[src/rtl/packet_fifo.sv]
// packet_fifo: store-and-forward packet FIFO; words become readable only after their packet's last beat commits.
// Optional PACKET_FIFO_DROP_EN adds receiver_drop, which discards a packet flagged on its last beat.
module packet_fifo #(
  parameter type T = logic [31:0],
  parameter int DEPTH = 32,
  parameter int RESERVED = 0,
  localparam int CW = $clog2(DEPTH) + 1
) (
  input  logic          clock,
  input  logic          reset,
  input  logic          receiver_valid,
  output logic          receiver_ready,
  input  T              receiver_data,
  input  logic          receiver_last,
`ifdef PACKET_FIFO_DROP_EN
  input  logic          receiver_drop,
`endif
  output logic          sender_valid,
  input  logic          sender_ready,
  output T              sender_data,
  output logic          sender_last,
  output logic          available,
  output logic [CW-1:0] level,
  output logic [CW-1:0] packets,
  output logic          overflow,
  output logic          dropped
);

  localparam int AW = $clog2(DEPTH);

  // IDLE: between packets | ACTIVE: mid-packet, storing | DISCARD: swallowing an oversize packet
  typedef enum logic [1:0] {IDLE, ACTIVE, DISCARD} state_t;

  state_t          state;
  logic [AW-1:0]   wr_ptr;
  logic [AW-1:0]   commit_ptr;
  logic [AW-1:0]   rd_ptr;
  logic [CW-1:0]   used;
  logic [CW-1:0]   committed;
  T                mem [DEPTH];
  // Last flags live in flops so the packet count can react in the same cycle a read is issued.
  logic [DEPTH-1:0] last_mem;

  logic full;
  logic accept;
  logic write;
  logic drop_now;
  logic commit;
  logic rewind;
  logic read_data;
  logic read_last;

  function automatic logic [AW-1:0] next_ptr(input logic [AW-1:0] p);
    return (p == AW'(DEPTH - 1)) ? '0 : p + AW'(1);
  endfunction

  assign full           = (used == CW'(DEPTH));
  assign receiver_ready = (state == DISCARD) || !full;
  assign accept         = receiver_valid && receiver_ready;
  assign write          = accept && (state != DISCARD);
`ifdef PACKET_FIFO_DROP_EN
  assign drop_now       = write && receiver_last && receiver_drop;
`else
  assign drop_now       = 1'b0;
`endif
  assign commit         = write && receiver_last && !drop_now;
  assign rewind         = (state == ACTIVE) && full && (committed == '0);
  assign read_data      = (!sender_valid || sender_ready) && (committed != '0);
  assign read_last      = last_mem[rd_ptr];

  assign level     = committed;
  assign available = (used < CW'(DEPTH - RESERVED));

  always_ff @(posedge clock) begin
    if (write) begin
      mem[wr_ptr]      <= receiver_data;
      last_mem[wr_ptr] <= receiver_last;
    end
    if (read_data) sender_data <= mem[rd_ptr];
  end

  always_ff @(posedge clock) begin
    if (reset) begin
      state        <= IDLE;
      wr_ptr       <= '0;
      commit_ptr   <= '0;
      rd_ptr       <= '0;
      used         <= '0;
      committed    <= '0;
      packets      <= '0;
      sender_valid <= 1'b0;
      sender_last  <= 1'b0;
      overflow     <= 1'b0;
      dropped      <= 1'b0;
    end else begin
      overflow <= rewind;
      dropped  <= drop_now;

      if (rewind || drop_now) wr_ptr <= commit_ptr;
      else if (write)         wr_ptr <= next_ptr(wr_ptr);
      if (commit)    commit_ptr <= next_ptr(wr_ptr);
      if (read_data) rd_ptr     <= next_ptr(rd_ptr);

      // A rewind never coincides with a read (committed is zero then), so subtracting is safe.
      used      <= ((rewind || drop_now) ? committed : used + CW'(write)) - CW'(read_data);
      committed <= (commit ? used + CW'(1) : committed) - CW'(read_data);
      packets   <= packets + CW'(commit) - CW'(read_data && read_last);

      if (read_data) begin
        sender_valid <= 1'b1;
        sender_last  <= read_last;
      end else if (sender_ready) begin
        sender_valid <= 1'b0;
      end

      case (state)
        IDLE:    if (accept && !receiver_last) state <= ACTIVE;
        ACTIVE:  if (rewind) state <= DISCARD;
                 else if (accept && receiver_last) state <= IDLE;
        DISCARD: if (accept && receiver_last) state <= IDLE;
        default: state <= IDLE;
      endcase
    end
  end

endmodule

[config.mk]
export PLATFORM = sky130hd
export DESIGN_NAME = packet_fifo
export DESIGN_NICKNAME = d
export VERILOG_FILES = /design/src/rtl/packet_fifo.sv
export SDC_FILE = /design/constraint.sdc
export NUM_CORES = 1
export LEC_CHECK = 0
export CAP_MARGIN = 20
export CORE_MARGIN = 2
export CORE_UTILIZATION = 59
export CTS_CLUSTER_SIZE = 8
export DETAILED_ROUTE_END_ITERATION = 16
export MAX_ROUTING_LAYER = met4
export PLACE_DENSITY = 0.77
export RECOVER_POWER = 25
export REMOVE_ABC_BUFFERS = 1
export SLEW_MARGIN = 20
export SYNTH_ARGS = -nofsm -noshare
export SYNTH_HDL_FRONTEND = slang
export SYNTH_SLANG_ARGS = --single-unit
[constraint.sdc]
create_clock -name clock -period 8.35 [get_ports clock]
set_clock_uncertainty 0.2 [all_clocks]
set_input_delay 0.835 -clock clock [delete_from_list [all_inputs] [get_ports clock]]
set_output_delay 0.835 -clock clock [all_outputs]
set_load 0.01 [all_outputs]
**Yosys cells after proc, flatten, opt, wreduce, memory -nomap -nowiden**

Memory sizes are Yosys's and may differ from the RTL's. A register that Yosys moved wholly into a read port is not among the register bits.
Index checks and enable logic that the tools add are counted.

- Add/sub/neg operators: 8
- Magnitude comparators: 4
- Equality and inequality tests: 7
- Multiplexer cells: 19
- Reductions and logical operators: 20

Operators with widths:

| operator | number |
|---|---|
| bitwise mux 32 bit | 1 |
| two-way mux 5 bit | 4 |
| subtractor 6 x 1 -> 6 bit | 3 |
| adder 6 x 1 -> 6 bit | 2 |
| less-than comparator 5 x 6 -> 1 bit (second input constant) | 2 |
| two-way mux 6 bit | 2 |
| adder 5 x 1 -> 5 bit (second input constant) | 2 |
| equality test 5 bit (second input constant) | 2 |
| logical AND 1 bit | 10 |
| adder 6 x 1 -> 6 bit (second input constant) | 1 |
| equality test 6 bit (second input constant) | 1 |
| zero test 6 bit | 1 |
| less-than comparator 6 bit (second input constant) | 1 |
| two-way mux 1 bit | 6 |
| two-way mux 2 bit | 3 |
| case mux 2 bit (3 select lines) | 1 |
| nonzero test 6 bit | 1 |
| binary-select mux 1 bit (select 5 bit) | 1 |
| demux 1 bit (select 5 bit) | 1 |
| greater-or-equal comparator 5 x 1 -> 1 bit (second input constant) | 1 |
| != test 2 bit (second input constant) | 2 |
| nonzero test 2 bit | 2 |
| zero test 1 bit | 3 |
| equality test 2 x 1 -> 1 bit (second input constant) | 1 |
| other kinds (3) | 4 |

- Register bits: 70
- Bits in writable memories: 1024
- Input bits: 37
- Output and inout bits: 50
- Word-level logic and storage cells: 70
- Memories: 1

Memory list:

| name | words | bits a word | rd ports | clocked after memory_dff | write ports | line | RTL |
|---|---|---|---|---|---|---|---|
| mem | 32 | 32 | 1 | 1 | 1 | 40 | `T mem [DEPTH];` |

**Depth between registers and ports, before layout**

Gate-level depths: netlist of the first run.

- Depth after elaboration: 8
- Depth in mapped cells: 17
- Gate-level depth less buffers: 14

**Worst setup path before layout of the first run**

No wires, ideal clock.

- Kind: input to register
- From: input port receiver_valid
- To: register last_mem[21], enable pin
- Library setup time: 423 ps
- Arrival: 3122 ps
- Required time: 7727 ps
- Path slack: 4604 ps
- Stages: 5
- Buffers on the path: 1
- Cell sequence: inv_1 a211oi_2 clkbuf_1 nand2_1 nor2_1

- Word-level cells in the longest chain between the ends: 2

Ends and longest elaborated chain:

| item | line | RTL |
|---|---|---|
| start, declared | 11 | `input logic receiver_valid,` |
| logical AND 1 bit | 59 | `assign accept = receiver_valid && receiver_ready;` |
| logical AND 1 bit | 60 | `assign write = accept && (state != DISCARD);` |
| end signal, assigned by index | 77 | `last_mem[wr_ptr] <= receiver_last;` |
| end, declared | 42 | `logic [DEPTH-1:0] last_mem;` |

No other way between the ends.
A chain may end at the register's enable or synchronous reset.

**Worst setup path after layout of the first run**

- From: register rd_ptr[0]
- To: register packets[4]

- Word-level cells in the longest chain between the ends: 4

Ends and longest elaborated chain:

| item | line | RTL |
|---|---|---|
| start, declared | 37 | `logic [AW-1:0] rd_ptr;` |
| start signal, assigned | 102 | `if (read_data) rd_ptr <= next_ptr(rd_ptr);` |
| binary-select mux 1 bit (select 5 bit) | 69 | `assign read_last = last_mem[rd_ptr];` |
| two-way mux 1 bit (implied by the code) | 69 |  |
| logical AND 1 bit | 107 | `packets <= packets + CW'(commit) - CW'(read_data && read_last);` |
| subtractor 6 x 1 -> 6 bit | 107 |  |
| end signal, assigned | 107 |  |
| end, declared | 24 | `output logic [CW-1:0] packets,` |

No other way between the ends. The select of a mux whose other input is x is not followed.

==> results.md, run 1 <==
Outcome:
- The flow ran to the end, and the final reports show no timing, DRC or antenna violations.

Floorplanning:
- The floorplan step defined a die boundary enclosing 0.0756 sq mm.
- After floorplanning, the core was sized to cover approximately 0.073 sq mm.
- The y dimension of the die is about 270 um.
- The die is approximately 270 um wide.
- The top-level I/O count is 87.
- The floorplan has 99 rows.
- Once the floorplan was initialized, standard cells occupied between 50% and 60% of the core.

Route:
- The number of nets with antenna violations after routing is 0.
- The number of detailed-route iterations in the first pass is 5.
- The total via count after detailed routing is 20900.
- The DRC violation count after routing is 0.
- The final routed wirelength across all metal layers is 106000 um.
- The mean number of vias per cell is slightly below 7.
- The detailed-route wire length per cell is 34.9 um.
- The DRC violation total after the first TritonRoute iteration is 2815.

Worst setup path:
- The worst setup path is of the reg -> reg kind.
- The data arrival time at the worst-slack endpoint is approximately 5000 ps.
- The type of element launching the critical path is a flip-flop.
- The required time at the worst-slack endpoint is around 8800 ps.
- The peak fanout along the critical path is 112.
- The kind of end point of the critical path is a flip-flop.

CTS:
- The clock root buffer is sky130_fd_sc_hd__clkbuf_16.
- The number of buffers created by CTS is 159.
- Once the clock tree was built, the resizer swapped 0 gates to a different size.
- In this run, post-CTS hold repair placed 0 buffers.
- The clock sink count is about 1100.
- The number of buffers inserted by post-CTS setup repair is 0.
- The clock slew at the register clock pins of the worst setup and hold paths is 50 ps.
- The maximum number of buffers from clock root to sink is 3.
- The clock reaches the later pin of the worst-skew pair after 750 ps.
- The H-tree generated during clock tree synthesis spans 4 levels.
- TritonCTS built the clock tree.

STA:
- Setup violations remaining at the end of the flow were counted as 0.
- The final critical path takes up 53.3% of the cycle.
- The worst path in the final design needs a cycle of between 4000 and 5000 ps, including I/O delays and setup.
- For the pin with the worst max-slew slack, the measured transition is 1420 ps.
- The max-slew headroom at the worst pin is around 5.4%.
- Setup repair after global routing left no endpoint under its margin.
- The worst path setup slack after routing is 3900 ps.
- The number of hold-slack violations in the final timing report is 0.
- Timing would allow up to 225 MHz.
- The final max-slew violation count is 0.

Cells and area:
- From synthesis to final layout, the design area changed by 14.9%.
- Summing all multi-input logic gate instances after layout gives 0.00960 sq mm.
- The number of filler cells placed in the layout is between 4000 and 5000.
- The fraction of final layout cells sized beyond drive strength 1 is between 20% and 30%.
- The number of nets at the end of the flow is 2115.
- The sequential cell area is around 0.033 sq mm.

Synthesis:
- Counting flops with a built-in enable in the synthesized netlist gives about 1100.
- The combined area of all synthesized cells is 0.0433 sq mm.
- The synthesized flop and latch total is 1126.
- The share of synthesized registers carrying an async set or reset is 0%.
- In the post-synthesis netlist, the cell with the most instances is sky130_fd_sc_hd__edfxtp_1.
- Synthesis produced 1863 cells.
- The leading register cell type out of synthesis is sky130_fd_sc_hd__edfxtp_1.
- After synthesis, the cell types taking the most area are sky130_fd_sc_hd__edfxtp_1, sky130_fd_sc_hd__mux4_2, sky130_fd_sc_hd__dfxtp_1, sky130_fd_sc_hd__mux2_2, sky130_fd_sc_hd__nor2_1.
- The yosys synthesis warning count is 0.
- Summing the sequential cell areas from Yosys gives between 70 and 80% of the chip area.
- The top cell type's share of synthesized area is 75.4%.
- Counting distinct cell types in the post-synthesis netlist gives 48.
- The library cell occupying the most area in the post-synthesis netlist is sky130_fd_sc_hd__edfxtp_1.
- The commonest cells after synthesis are sky130_fd_sc_hd__edfxtp_1, sky130_fd_sc_hd__mux4_2, sky130_fd_sc_hd__nor2_1.
- The average instance area after synthesis is about 23 sq um.

Power:
- The reported leakage power is 15.4 nW.
- Power spread over the standard cell area amounts to 313 mW/mm^2.
- Power comes to roughly 0.016 W.
- Across the VDD grid, the largest voltage drop is about 420 uV.

GRT:
- The overall fraction of global-route tracks in use is 30.2%.
- The first-pass GRT wire length is 154000 um.
- The number of antenna violations at the first check in global routing is 2.
- The number of global-route vias before repair is 21900.
- The pin count of the biggest net entering global routing is 123.
- Global routing finished with a remaining overflow of 0.

Placement:
- The worst-case setup slack after placement is around 3400 ps.
- Detailed placement ended at an HPWL of 50500 um.
- The congestion estimate from routability-driven global placement came to 0.796.
- Port buffering added 85 buffers.

Run:
- The tool flagged a number of max-cap violations equal to 0.

Worst hold path:
- The path category of the worst min-delay check is reg -> reg.
==> worst max-delay path: stages (launching register included) <==
cell	delay, ps
sky130_fd_sc_hd__dfxtp_4	710
sky130_fd_sc_hd__buf_12	780
sky130_fd_sc_hd__nor2_1	110
sky130_fd_sc_hd__a22oi_1	200
sky130_fd_sc_hd__a311oi_1	120
sky130_fd_sc_hd__a311o_1	360
sky130_fd_sc_hd__a41oi_1	340
sky130_fd_sc_hd__ha_1	210
sky130_fd_sc_hd__inv_1	50
sky130_fd_sc_hd__ha_1	200
sky130_fd_sc_hd__fa_1	430
sky130_fd_sc_hd__a21oi_1	170
sky130_fd_sc_hd__nor2_1	50
sky130_fd_sc_hd__nor2_1	120
sky130_fd_sc_hd__xor2_1	160
sky130_fd_sc_hd__nor2_1	60
==> through the flow <==
| step | util, % | std cells | area (sq um) | TNS [ps] | hold slack (ps) |
|---|---|---|---|---|---|
| 6_report | 68.3 | 3049 | 49800 | 0 | 256 |
| 5_1_grt | 68.3 | 3049 | 49800 | 0 | 270 |
| 4_1_cts | 68.4 | 3046 | 49800 | 0 | 256 |
| 3_5_place_dp | 62.5 | 2853 | 45500 | 0 | 249 |
| 3_3_place_gp | 62.5 | 2853 | 45500 | 0 | 247 |
| 2_1_floorplan | - | 1765 | 42900 | -195290 | 231 |
==> metal layers <==
metal / share of wire, % / global-route usage, % / vias to the layer above
met2: 52 / 48.7 / 1294
li1: - / - / 8226
met1: 36 / 38.5 / 11100
met4: 3.5 / 10.8 / 0
met3: 9.4 / 6.49 / 279
met5: 0 / - / -
==> cells by family after synthesis <==
| kind of cell | synth area share [%] |
|---|---|
| XOR/XNOR | 0.465 |
| buffers and inverters | 1.19 |
| flip-flops | 77.2 |
| adder cells (fa/ha/maj) | 0.653 |
| AO/OA/AOI/OAI | 0.740 |
| multiplexers | 18.0 |
| AND/OR/NAND/NOR | 1.72 |
| other | 0.00866 |
==> power by group <==
| group | switching [W] | internal [W] | total [W] |
|---|---|---|---|
| logic | 0.00154 | 0.00162 | 0.00316 |
| clock network | 0.00232 | 0.00342 | 0.00575 |
| registers | 0.000180 | 0.00648 | 0.00666 |
| total | 0.00405 | 0.0115 | 0.0156 |
==> cells in the final DEF (no fill, tap or decap), types with 3 or more instances in the layout <==
cell type | synthesis | layout
sky130_fd_sc_hd__a31oi_1 | 4 | 4
sky130_fd_sc_hd__edfxtp_1 | 1088 | 1088
sky130_fd_sc_hd__xnor2_1 | 13 | 13
sky130_fd_sc_hd__inv_16 | 0 | 4
sky130_fd_sc_hd__nor2b_1 | 7 | 7
sky130_fd_sc_hd__inv_1 | 15 | 13
sky130_fd_sc_hd__nor2_4 | 0 | 32
sky130_fd_sc_hd__mux2_2 | 34 | 34
sky130_fd_sc_hd__nor3_1 | 10 | 10
sky130_fd_sc_hd__nor2_1 | 77 | 45
sky130_fd_sc_hd__nand3b_1 | 6 | 6
sky130_fd_sc_hd__nand2_1 | 25 | 25
sky130_fd_sc_hd__clkdlybuf4s50_1 | 0 | 63
sky130_fd_sc_hd__mux2i_1 | 11 | 11
sky130_fd_sc_hd__dfxtp_1 | 38 | 34
sky130_fd_sc_hd__mux4_2 | 325 | 325
sky130_fd_sc_hd__clkbuf_16 | 0 | 160
sky130_fd_sc_hd__buf_4 | 10 | 41
sky130_fd_sc_hd__dfxtp_4 | 0 | 3
sky130_fd_sc_hd__a211oi_1 | 6 | 6
sky130_fd_sc_hd__clkbuf_1 | 44 | 37
sky130_fd_sc_hd__or3_1 | 3 | 3
sky130_fd_sc_hd__ha_1 | 21 | 21
sky130_fd_sc_hd__o21ai_0 | 7 | 7
sky130_fd_sc_hd__xor2_1 | 10 | 10
sky130_fd_sc_hd__clkinv_16 | 0 | 4
sky130_fd_sc_hd__nand2b_1 | 4 | 4
sky130_fd_sc_hd__inv_6 | 0 | 5
sky130_fd_sc_hd__nand3_1 | 15 | 15
sky130_fd_sc_hd__a21oi_1 | 18 | 18
==> layout make-up <==
type	count	share of cell area, %
Multi-Input combinational cell	624	19.3
Clock buffer	177	8.18
Tap cell	959	2.41
Sequential cell	1126	67.2
Inverter	15	0.118
Clock inverter	16	0.548
Antenna cell	2	0.0101
Timing Repair Buffer	130	2.22
==> registers in the layout, summed over array words and instances (netlist names) <==
signal        cells
mem            1024
last_mem         32
sender_data      32
level             6
packets           6
used              6
commit_ptr        5
rd_ptr            5
wr_ptr            5
state             2
overflow          1
sender_last       1
sender_valid      1
==> final timing paths <==
kind | cells past startpoint | endpoint | slack, ps | start
max | 15 | packets[4] | 3900 | rd_ptr[0]
min | 2 | commit_ptr[1] | 260 | commit_ptr[1]
max reg2reg | 15 | packets[4] | 3900 | rd_ptr[0]
min reg2reg | 2 | commit_ptr[1] | 260 | commit_ptr[1]
No activity file was read; power rests on OpenSTA's default activity.
==> run 2: changes to the inputs <==
==> constraint.sdc (replaced) <==
create_clock -name clock -period 4.6 [get_ports clock]
set_clock_uncertainty 0.2 [all_clocks]
set_input_delay 0.46 -clock clock [delete_from_list [all_inputs] [get_ports clock]]
set_output_delay 0.46 -clock clock [all_outputs]
set_load 0.01 [all_outputs]
==> results.md, run 2 (synthesized netlist as in run 1, its figures left out) <==
Floorplanning:
- The number of rows in the core area is between 90 and 100.
- The floorplan die area is 0.0756 sq mm.
- The area of the core is 0.0728 sq mm.
- The die is ~270 um tall.
- The top-level I/O count is 87.
- Once the floorplan was initialized, standard cells occupied 59.5% of the core.
- The die is roughly 270 um wide.

STA:
- The time the final worst path needs with I/O delays and setup is 3800 ps.
- At the pin with the least slew margin, the transition time is 1450 ps.
- Setup violations remaining at the end of the flow were counted as 0.
- The max-slew headroom at the worst pin is around 3.2%.
- The final max-slew violation count is 0.
- The number of hold-slack violations in the final timing report is 0.
- In the post-route analysis, the smallest setup slack over all paths is 803 ps.
- The worst hold slack is 261 ps.
- Setup repair after global routing left no endpoint under its margin.
- Static timing analysis puts the maximum clock frequency at 263 MHz.
- The share of the clock period used by the worst path after layout is 82.6%.

CTS:
- The clock root buffer is sky130_fd_sc_hd__clkbuf_16.
- TritonCTS built the clock tree.
- Buffers added to address setup during post-CTS repair amount to 0.
- The post-CTS resize count is 0.
- Counting the buffers created by CTS gives 158.
- The maximum number of buffers from clock root to sink is 3.
- After clock tree synthesis, the flow added hold-fix buffers numbering 0.
- The clock latency reported for the late side of the worst-skew pair is roughly 740 ps.
- The clock sink count is 1126.
- The clock slew at the register clock pins of the worst setup and hold paths is 50 ps.
- The maximum level of the CTS H-tree is 4.

Route:
- The mean number of vias per cell is 6.90.
- The DRC violation count after routing is 0.
- The detailed-route wire length per cell is 35.7 um.
- The number of detailed-route iterations in the first pass is 6.
- Summing over every cut layer, the via total after detailed routing is approximately 21000.
- Once detail routing completed, the nets flagged for antenna violations numbered 0.
- The detailed router finished its first iteration with 3032 violations.
- The final routed wirelength across all metal layers is ~110000 um.

Power:
- Cell internal power was estimated by the tool at 0.0208 W.
- The peak supply drop is 393 uV.
- Combinational logic is responsible for approximately a fifth of the overall power.
- The net switching power figure is approximately 0.0073 W.
- Net switching is 26.0% of the power.
- The sequential share of power is 42.9%.
- Summed over all cells, the static leakage comes to roughly 16 nW.
- Summing internal, switching and leakage power gives 0.0281 W.
- The clock network is responsible for between 30% and 40% of the overall power.
- The power density relative to cell area is 561 mW/mm^2.

Worst setup path:
- The worst register-to-register path ends at packets[4].
- The register-to-register setup slack is approximately 800 ps.
- STA classifies the critical path endpoint as a flip-flop.
- At the worst endpoint, the arrival time is approximately 4200 ps.
- The type of element launching the critical path is a flip-flop.
- The largest individual stage delay along the critical path comes from the cell sky130_fd_sc_hd__dfxtp_4.
- Walking the worst path, the cells encountered are buf_4 -> nand2_1 -> a311o_1 -> a41oi_1 -> ha_1 -> inv_1 -> ha_1 -> fa_1 -> a21oi_1 -> nor2_1 -> nor2_1 -> xor2_1 -> nor2_1.
- The peak fanout along the critical path is 34.
- The cell type with the highest occurrence count on the critical path is sky130_fd_sc_hd__nor2_1.
- The length in cells of the worst reg-to-reg path is 13.
- The capturing element of the worst setup path is packets[4].
- The required time at the worst-slack endpoint is ~5000 ps.
- The peak per-stage delay on the critical path is slightly below 600 ps.
- Tracing the worst setup path back leads to its startpoint at rd_ptr[1].
- The setup path with the least slack is of type reg -> reg.
- The startpoint identified for the worst register-to-register timing path is rd_ptr[1].

Placement:
- In this run the tool buffered the top-level ports with 85 buffer cells.
- After detailed placement, the design holds a cell count of roughly 2900.
- The detailed placer's ending HPWL is 52800 um.
- At the end of routability-driven placement, the weighted congestion stood at 0.811.
- The worst-case setup slack after placement is 864 ps.

Cells and area:
- The final layout contains 2127 nets.
- The area growth from synthesis to layout is 15.8%.
- The register with the most flip-flops in the layout has 1024 of them.
- The register with the highest flop count is mem.
- In the layout the commonest cells are sky130_fd_sc_hd__edfxtp_1, sky130_fd_sc_hd__mux4_2, sky130_fd_sc_hd__clkbuf_16.
- Excluding fillers, the count of instances in the completed layout stands at about 3100.
- In the final layout, the registers with the most flip-flops are mem x1024, last_mem x32, sender_data x32.
- Leaving out fill and tap cells, the most frequent cell in the layout is sky130_fd_sc_hd__edfxtp_1.
- Of the cells placed in the final design, the portion with a size suffix greater than 1 is 30.1%.

Run:
- The total of max-cap violations is 0.

GRT:
- The number of global-route vias before repair came to between 20000 and 25000.
- For this run, the total global-route usage over all layers was measured as around 31%.
- The number of antenna violations at the first check in global routing was 3.
- The first-pass GRT wire length is 158000 um.
- The pin count of the biggest net entering global routing is about 120.
- The total global routing overflow is 0.

Outcome:
- The run finished with clean final reports.

Worst hold path:
- The path category of the worst min-delay check is in -> reg.
- The depth of the worst hold-timing path is 4.
## run 2: changes by cell type in the layout (fill, tap and decap cells not counted), sizes merged
cell,change
buf,+10
clkbuf,-9
inv,-6
clkinv,+4
dlygate4sd3,+4
clkdlybuf4s50,+3
diode,+1
## run 2: layout make-up
cell class                 count  area (sq um)
clock buffer                 172          4010
antenna                        3          7.51
timing repair buffer         143          1550
multi-input combinational    624          9600
clock inverter                14           274
sequential                  1126         33400
fill                        4162         22700
inverter                      15          58.8
tap                          959          1200
## run 2: how the worst min path moves through the flow
| stage | slack [ps] | end | startpoint |
|---|---|---|---|
| CTS | 190 | state[1] | receiver_last |
| global placement | 250 | commit_ptr[4] | commit_ptr[4] |
| detailed placement | 260 | commit_ptr[1] | commit_ptr[1] |
| floorplan | 230 | commit_ptr[1] | commit_ptr[1] |
| global route | 260 | sender_valid | sender_ready |
| finish | 260 | state[1] | receiver_valid |
## run 2: metal layers
metal	up-vias	wire, um	track usage, %
met5	-	0	-
met4	0	4100	11.2
met3	295	9700	5.31
met2	1418	56300	50.2
met1	11100	39000	40.5
li1	8227	-	-
## run 2: stage by stage
step	cell area, sq um	utilization [%]	setup TNS, ps
after floorplan	42900	-	-360290
after global placement	46000	63.1	0
after detailed placement	46000	63.1	0
after CTS	50200	69.0	0
after global routing	50100	68.9	0
final	50100	68.9	0
## run 2: power groups by stage
stage	sequential, W	clock (W)	combinational, W
after CTS	0.0121	0.0104	0.00579
after global placement	0.0122	0	0.00555
after floorplan	0.0126	0	0.00362
final	0.0121	0.0103	0.00573
after global routing	0.0121	0.0108	0.00607
after detailed placement	0.0123	0	0.00564
## run 2: critical path, delay by kind of cell (launching register included)
family	cells	cell delay [ps]
flops	1	580
xor+xnor	1	180
buf+inv	2	560
simple gates	4	370
compound gates	3	890
fa+ha+maj	3	860
